$ cat src/rtl/byte_ram_stream_reader.sv
// Streams a contiguous byte range out of the byte RAM read port.
// A credit check sizes reads so the output FIFO can never overflow.
module byte_ram_stream_reader #(
  parameter int FIFO_DEPTH = 3,
  parameter int ROM_DEPTH  = 300,
  parameter int ADDR_W     = $clog2(ROM_DEPTH)
) (
  input  logic              Clk,
  input  logic              Rst,
  input  logic              Start,
  input  logic [ADDR_W-1:0] StartAddr,
  input  logic [ADDR_W:0]   Length,
  input  logic              Abort,
  output logic              Busy,
  output logic              Done,
  output logic [ADDR_W-1:0] RamReadAddr,
  output logic              RamReadEnable,
  input  logic [7:0]        RamReadData,
  output logic              OutValid,
  input  logic              OutReady,
  output logic [7:0]        OutData,
  output logic              OutLast
);

  localparam int PW = $clog2(FIFO_DEPTH);
  localparam int CW = $clog2(FIFO_DEPTH + 1);

  localparam logic [1:0] S_IDLE = 2'd0;
  localparam logic [1:0] S_RUN  = 2'd1;
  localparam logic [1:0] S_FIN  = 2'd2;

  localparam logic [CW:0] DEPTH_C =
    (CW + 1)'(FIFO_DEPTH);
  localparam logic [PW-1:0] PTR_MAX =
    PW'(FIFO_DEPTH - 1);
  localparam logic [ADDR_W-1:0] ADDR_MAX =
    ADDR_W'(ROM_DEPTH - 1);
  localparam logic [ADDR_W:0] REM_ONE =
    (ADDR_W + 1)'(1);

  logic [1:0]        state;
  logic [ADDR_W-1:0] addr;
  logic [ADDR_W-1:0] addr_nxt;
  logic [ADDR_W:0]   remaining;
  logic              inflight;
  logic              inflight_last;
  logic [7:0]        fifo_data [FIFO_DEPTH];
  logic              fifo_last [FIFO_DEPTH];
  logic [PW-1:0]     wr_ptr;
  logic [PW-1:0]     rd_ptr;
  logic [CW-1:0]     count;
  logic [CW:0]       used;
  logic              issue;
  logic              push;
  logic              pop;

  assign Busy = (state == S_RUN);
  assign Done = (state == S_FIN);

  // Credits count entries held plus the read still in flight,
  // so nothing here depends on OutReady.
  assign used = {1'b0, count}
              + {{CW{1'b0}}, inflight};

  assign issue = Busy
              && (remaining != '0)
              && (used < DEPTH_C)
              && !Abort
              && !Rst;

  assign RamReadEnable = issue;
  assign RamReadAddr   = addr;

  assign addr_nxt = (addr == ADDR_MAX)
                  ? '0
                  : addr + ADDR_W'(1);

  assign OutValid = (count != '0);
  assign OutData  = OutValid
                  ? fifo_data[rd_ptr]
                  : 8'h00;
  assign OutLast  = OutValid
                  ? fifo_last[rd_ptr]
                  : 1'b0;

  assign push = inflight;
  assign pop  = OutValid && OutReady;

  always_ff @(posedge Clk) begin
    if (Rst || Abort) begin
      state         <= S_IDLE;
      addr          <= '0;
      remaining     <= '0;
      inflight      <= 1'b0;
      inflight_last <= 1'b0;
      wr_ptr        <= '0;
      rd_ptr        <= '0;
      count         <= '0;
    end else begin
      inflight      <= issue;
      inflight_last <= issue
                    && (remaining == REM_ONE);

      if (issue) begin
        addr      <= addr_nxt;
        remaining <= remaining - REM_ONE;
      end

      if (push) begin
        fifo_data[wr_ptr] <= RamReadData;
        fifo_last[wr_ptr] <= inflight_last;
        wr_ptr <= (wr_ptr == PTR_MAX)
                ? '0
                : wr_ptr + PW'(1);
      end

      if (pop) begin
        rd_ptr <= (rd_ptr == PTR_MAX)
                ? '0
                : rd_ptr + PW'(1);
      end

      unique case ({push, pop})
        2'b10:   count <= count + CW'(1);
        2'b01:   count <= count - CW'(1);
        default: count <= count;
      endcase

      unique case (1'b1)
        (state == S_RUN): begin
          if (pop && OutLast)
            state <= S_FIN;
        end
        (state == S_IDLE),
        (state == S_FIN): begin
          if (Start) begin
            addr      <= StartAddr;
            remaining <= Length;
            state     <= (Length == '0)
                       ? S_FIN
                       : S_RUN;
          end else begin
            state <= S_IDLE;
          end
        end
        default: state <= S_IDLE;
      endcase
    end
  end

endmodule
$ cat config.mk
export PLATFORM = sky130hd
export DESIGN_NAME = byte_ram_stream_reader
export DESIGN_NICKNAME = d
export VERILOG_FILES = /design/src/rtl/byte_ram_stream_reader.sv
export SDC_FILE = /design/constraint.sdc
export NUM_CORES = 1
export LEC_CHECK = 0
export CORE_MARGIN = 8
export CORE_UTILIZATION = 55
export DETAILED_ROUTE_END_ITERATION = 10
export PLACE_DENSITY = 0.86
export SLEW_MARGIN = 20
export SYNTH_ARGS = -nofsm -noshare
export SYNTH_HDL_FRONTEND = slang
export SYNTH_SLANG_ARGS = --single-unit
$ cat constraint.sdc
create_clock -name Clk -period 4.35 [get_ports Clk]
set_clock_uncertainty 0.1 [all_clocks]
set_input_delay 0.435 -clock Clk [delete_from_list [all_inputs] [get_ports Clk]]
set_output_delay 0.435 -clock Clk [all_outputs]
set_load 0.01 [all_outputs]
==> impl_results.md, run 1 <==
- Finished Core Util: 72.2%
- Placed cells: 369
- Gr ovfl total: 0
- FMAX: 0.313 GHz
- Slew Viols, Final: 0
- Worst EP required: 3820 ps
- Reg2reg start: RamReadAddr[6]$_SDFF_PP0_
- Hold Path Depth: 0
- Post-Synthesis Mean Instance Area: 9.79 sq um
- Clk pwr share: 37.2%
- Fraction of power consumed by combinational cells: 9.0%
- Global-route usage over all layers: 17.0%
- Later-pin clock latency in the skew report: 330 ps
- LEAKAGE: 1.16 nW
- Sw Ratio: 23.9%
- Sw Pwr: 0.261 mW
- Worst Setup Path Type: in -> out
- Mapped cell area: 2660 sq um
- Starting density of the core: 56.7%
- Fillers: 364
- Critical R2R Capture: RamReadAddr[3]$_SDFF_PP0_
- Multi-input gate area: 1160 sq um
- CP Capture Type: primary output
- Max Cap Viol: 0
- Status: finished, final reports clean
- Initial antenna violation count: 0
- CORE AREA: 4690 sq um
- Post-CTS Hold Buffers: 0
- HP Start: inflight_last$_SDFF_PP0_
- Row cnt: 25
- Hold Vio Cnt, Final: 0
- Flop and latch count out of synthesis: 58
- Final hold slack: 354 ps
- Pwr dens: 322 nW/um^2
- First-pass GRT wire length: 9860 um
- Die Span Y: 85.6 um
- H-tree level count: 3
- Final setup vio count: 0
- Yosys warnings: 0
- CTS tree: built
- Fin Setup TNS: 0 ps
- Final WL: 5930 um
- Layout cell share with drive strength beyond 1: 6.65%
- Die area: 7320 sq um
- Pin count of the biggest net entering global routing: 27
- Placed Area: 3230 sq um
- Commonest cells after routing, fill and taps aside: 53 x clkdlybuf4s50_1, 36 x nor2_1, 31 x dfxtp_1
- Die Wd: 85.6 um
- Mapped Nets: 311
- Rel. slew slack: 40.3%
- Fin cells: 385
- Critical Path AT: 2660 ps
- DPL Wire Length: 4350 um
- CTS max path bufs: 2
- Post-route cell area: 3390 sq um
- Tot Pwr: 1.09 mW
- PortBufs: 53
- Post-CTS Resized: 0
- Drt first pass iters: 4
- Commonest non-fill, non-tap cell in the layout: clkdlybuf4s50_1
- Via density: 5.57
- Register-to-Register Path Depth: 5
- Synth-to-Final Area Change: 27.3%
- Fin crit share: 73.5%
- Worst setup margin: 1150 ps
- Nets: 365
- Boundary pin count: 54
- Worst vdd ir: 0.171 mV
- Initial DRC count: 135
- Sink Count: 58
- Largest fanout on the critical path: 9
- DR WL/cell: 15.4 um
- # DRC: 0
- HP Class: reg -> reg
- R2r setup slk: 2090 ps
- WHS Endpoint: fifo_last[0]$_DFFE_PP_
- Seq/Total Area, Yosys: 53.8%
- Cell variety after synth: 41
- Synth async-reset ratio: 0%
- Vias: 2143
- Vias in the first global route: 2169
- Post-CTS Setup Bufs: 0
- Dpl ws: 1180 ps
- Clock root cell: clkbuf_8
- Ant diodes: 0
- Number of nets still failing antenna checks after routing: 0
- Gpl congestion: 0.841
- Cells after synthesis: 272
- Ys flop type: dfxtp_1
- Worst-margin pin slew: 892 ps
- Reg clk slew, reported paths: 60 ps
- Sequential cell area: 1430 sq um
- Number of enable flip-flop cells after synthesis: 27
- Inserted Clock Buffers: 9
- Critical path startpoint category: primary input
- Total internal power: 0.831 mW
- RSZ-0062 raised after global routing: no
- Minimum clock period: 3200 ps
- Sequential power share: 53.8%
sequential cells by signal, indices dropped and copies added, names as in the netlist, named ones only:
register       flops
count              2
remaining         10
fifo_data         24
state              2
inflight           1
fifo_last          3
wr_ptr             2
inflight_last      1
RamReadAddr        9
rd_ptr             2
how the worst max path moves through the flow:
| stage | slack (ps) | cells after the start | from | to |
|---|---|---|---|---|
| 6_report | 1150 | 6 | Abort | RamReadEnable |
| 5_1_grt | 1000 | 6 | Abort | RamReadEnable |
| 4_1_cts | 1170 | 6 | Abort | RamReadEnable |
| 3_5_place_dp | 1180 | 6 | Abort | RamReadEnable |
| 3_3_place_gp | 1310 | 6 | Abort | RamReadEnable |
| 2_1_floorplan | 2200 | 6 | RamReadAddr[6]$_SDFF_PP0_ | RamReadAddr[3]$_SDFF_PP0_ |
logic make-up (layout without fill, tap and decap cells):
group,count (synthesis),in the layout,share of synthesized area (%)
adders and majority gates,7,7,3.29
and+or+nand+nor,110,110,20.7
DFF,58,58,53.8
muxes,11,11,4.14
AOI/OAI and AO/OA,57,57,12.1
buffers and inverters,19,78,2.77
xor gates and xnor gates,10,10,3.29
cells in the mapped netlist (4+ instances only):
cell type  count  share of area [%]
nor2_1        36                5.1
dfxtp_1       31                 23
edfxtp_1      27                 30
a21oi_1       24                4.5
o21ai_0       19                3.6
nand2_1       18                2.5
nor3_1        16                3.0
mux2i_1       11                4.1
clkbuf_1      10                1.4
xnor2_1        8                2.6
ha_1           7                3.3
or3_1          7                1.6
inv_1          6               0.85
a211oi_1       4                1.1
nand3_1        4               0.75
nand3b_1       4                1.1
nor4_1         4               0.94
power groups by stage:
| stage | clock network, mW | registers (mW) | logic, mW |
|---|---|---|---|
| 2_1_floorplan | 0 | 0.599 | 0.0468 |
| 3_3_place_gp | 0 | 0.599 | 0.0954 |
| 3_5_place_dp | 0 | 0.599 | 0.0972 |
| 4_1_cts | 0.413 | 0.587 | 0.0981 |
| 5_1_grt | 0.437 | 0.589 | 0.108 |
| 6_report | 0.407 | 0.588 | 0.0980 |
worst max-delay path, stage by stage:
cell and delay, ps:
clkdlybuf4s50_1 430, nor4b_1 570, and2_1 240, nand2b_1 220
inv_2 200, clkdlybuf4s50_1 560
layer usage:
metal / wire length (um) / global-route usage, % / up-vias
met3: 390 / 5.06 / 9
met4: 97 / 9.55 / 0
met2: 2960 / 28.6 / 52
met1: 2480 / 18.6 / 997
li1: - / - / 1085
met5: 0 / 0 / -
layout make-up:
class	instances	share of cell area (%)
clock buffers	10	3.77
clock inverters	6	0.997
inverters	7	0.775
multi-input cells	195	34.1
flip-flops and latches	58	42.2
well taps	54	1.99
repair buffers	55	16.1
(Power assumes the default switching activity.)
==> run 2, diff against run 1 <==
CORE_UTILIZATION = 51   (was 55)
PLACE_DENSITY = 0.8   (was 0.86)
clock period = 3.18 ns   (was 4.35 ns; I/O delays follow)
==> impl_results.md, run 2 (synthesized netlist as in run 1, its figures left out) <==
- Die Wd: 88.3 um (+3.1%)
- Post-CTS Resized: 0 (unchanged)
- CTS max path bufs: 2 (unchanged)
- Largest fanout on the critical path: 9 (unchanged)
- Synth-to-Final Area Change: 30.0%
- Critical path startpoint category: flop
- DR WL/cell: 15.0 um (-2.4%)
- Gr ovfl total: 0 (unchanged)
- Sink Count: 58 (unchanged)
- CP delay by family, top: buffers and inverters
- Max reg flops: 24 (unchanged)
- Initial antenna violation count: 0 (unchanged)
- Row cnt: 26 (+4.0%)
- # DRC: 0 (unchanged)
- Rel. slew slack: 50.5% (+10 points)
- Nets: 369 (+1.1%)
- Number of nets still failing antenna checks after routing: 0 (unchanged)
- Pwr dens: 455 nW/um^2 (+41%)
- RSZ-0062 raised after global routing: no
- Final setup vio count: 0 (unchanged)
- Slew Viols, Final: 0 (unchanged)
- First-pass GRT wire length: 10300 um (+4.5%)
- Die Span Y: 88.3 um (+3.1%)
- Slowest-stage cell, CP: clkdlybuf4s50_1
- PortBufs: 53 (unchanged)
- Die area: 7790 sq um (+6.4%)
- Clock root cell: clkbuf_8
- Reg clk slew, reported paths: 60 ps (about the same)
- WP buf/inv: 2 (-1)
- Fin crit share: 94.2%
- Worst EP required: 2760 ps (-1060 ps)
- DPL Wire Length: 4440 um (+2.0%)
- Later-pin clock latency in the skew report: 340 ps (about the same)
- CORE AREA: 5070 sq um (+8.2%)
- Max Cap Viol: 0 (unchanged)
- Worst vdd ir: 0.281 mV (+64%)
- H-tree level count: 3 (unchanged)
- Highest routed layer: met4
- Layout cell share with drive strength beyond 1: 7.76% (+1.1 points)
- Met3 routed WL: 366 um (-6.2%)
- M1 WL: 2590 um (+4.4%)
- Status: finished, final reports clean
- Critical Path AT: 2580 ps (-80 ps)
- Vias: 2173 (+1.4%)
- CP cell instances: ha_1 > ha_1 > a21oi_1 > and2_1 > nand2b_1 > inv_2 > clkdlybuf4s50_1
- Hold Vio Cnt, Final: 0 (unchanged)
- Vias in the first global route: 2232 (+2.9%)
- Final hold slack: 362 ps (+7.37 ps)
- CP Capture Type: primary output
- Gpl congestion: 0.785 (-6.6%)
- CP most frequent cell: ha_1
- Post-CTS Hold Buffers: 0 (unchanged)
- Global-route usage over all layers: 17.2% (+0.22 points)
- Dpl ws: 361 ps (-814 ps)
- Largest register by flop count: fifo_data
- Drt first pass iters: 4 (unchanged)
- Worst stage delay on the critical path: 570 ps (about the same)
- Fin Setup TNS: 0 ps (unchanged)
- LEAKAGE: 1.19 nW (+3.0%)
- Inserted Clock Buffers: 9 (unchanged)
- Starting density of the core: 52.5% (-4.3 points)
- Worst Setup Path Type: reg -> out
- Commonest non-fill, non-tap cell in the layout: clkdlybuf4s50_1
- Post-CTS Setup Bufs: 0 (unchanged)
- Worst-margin pin slew: 741 ps (-151 ps)
- Ant diodes: 0 (unchanged)
- Minimum clock period: 3000 ps
- Via density: 5.37 (-3.6%)
- Worst setup margin: 185 ps (-967 ps)
- Final WL: 6090 um (+2.7%)
- CTS tree: built
- Pin count of the biggest net entering global routing: 19 (-30%)
- Routed wire length on met2: 3060 um (+3.3%)
- HP Class: reg -> reg
- Boundary pin count: 54 (unchanged)
- FMAX: 0.334 GHz
- Initial DRC count: 113 (-16%)
- Commonest cells after routing, fill and taps aside: 53 x clkdlybuf4s50_1, 36 x nor2_1, 31 x dfxtp_1
[run 2: metrics by stage]
stage | power [mW] | instances | util (%) | area [sq um]
after global routing | 1.64 | 405 | 68.2 | 3460
after floorplan | 0.883 | 272 | - | 2660
final | 1.58 | 405 | 68.2 | 3460
after detailed placement | 0.956 | 389 | 64.6 | 3280
after CTS | 1.59 | 405 | 68.2 | 3460
after global placement | 0.954 | 389 | 64.6 | 3280
[run 2: where the power goes]
group	switching [mW]	internal (mW)
combinational	0.0642	0.0728
clock	0.284	0.351
sequential	0.0130	0.791
total	0.362	1.22
[run 2: layer usage]
layer  vias to the layer above  global-route usage, %
met5                         -                      0
met4                         0                   6.14
met3                         9                   6.41
met2                        55                   29.1
met1                      1016                   19.3
li1                       1093                      -
[run 2: final timing paths]
kind / startpoint / endpoint / slack (ps) / cells after the start
worst max-delay path: inflight$_SDFF_PP0_ / RamReadEnable / 180 / 7
worst min-delay path: inflight_last$_SDFF_PP0_ / fifo_last[1]$_DFFE_PP_ / 360 / 0
worst max register to register: remaining[5]$_SDFF_PP0_ / remaining[1]$_SDFF_PP0_ / 910 / 6
worst min register to register: inflight_last$_SDFF_PP0_ / fifo_last[1]$_DFFE_PP_ / 360 / 0
[run 2: worst register-to-register path: stages, from the launching register on]
cell and delay [ps]:
dfxtp_1 340, nor3_1 350, and4_1 410, nand2b_1 360, inv_2 140, or3_1 350, o311ai_0 100
[run 2: final cells by class]
class	count	area [sq um]
fill	408	1610
sequential	58	1430
tap	70	87.6
timing repair buffer	59	576
inverter	7	26.3
clock buffer	9	124
multi-input combinational	195	1160
clock inverter	7	60.1
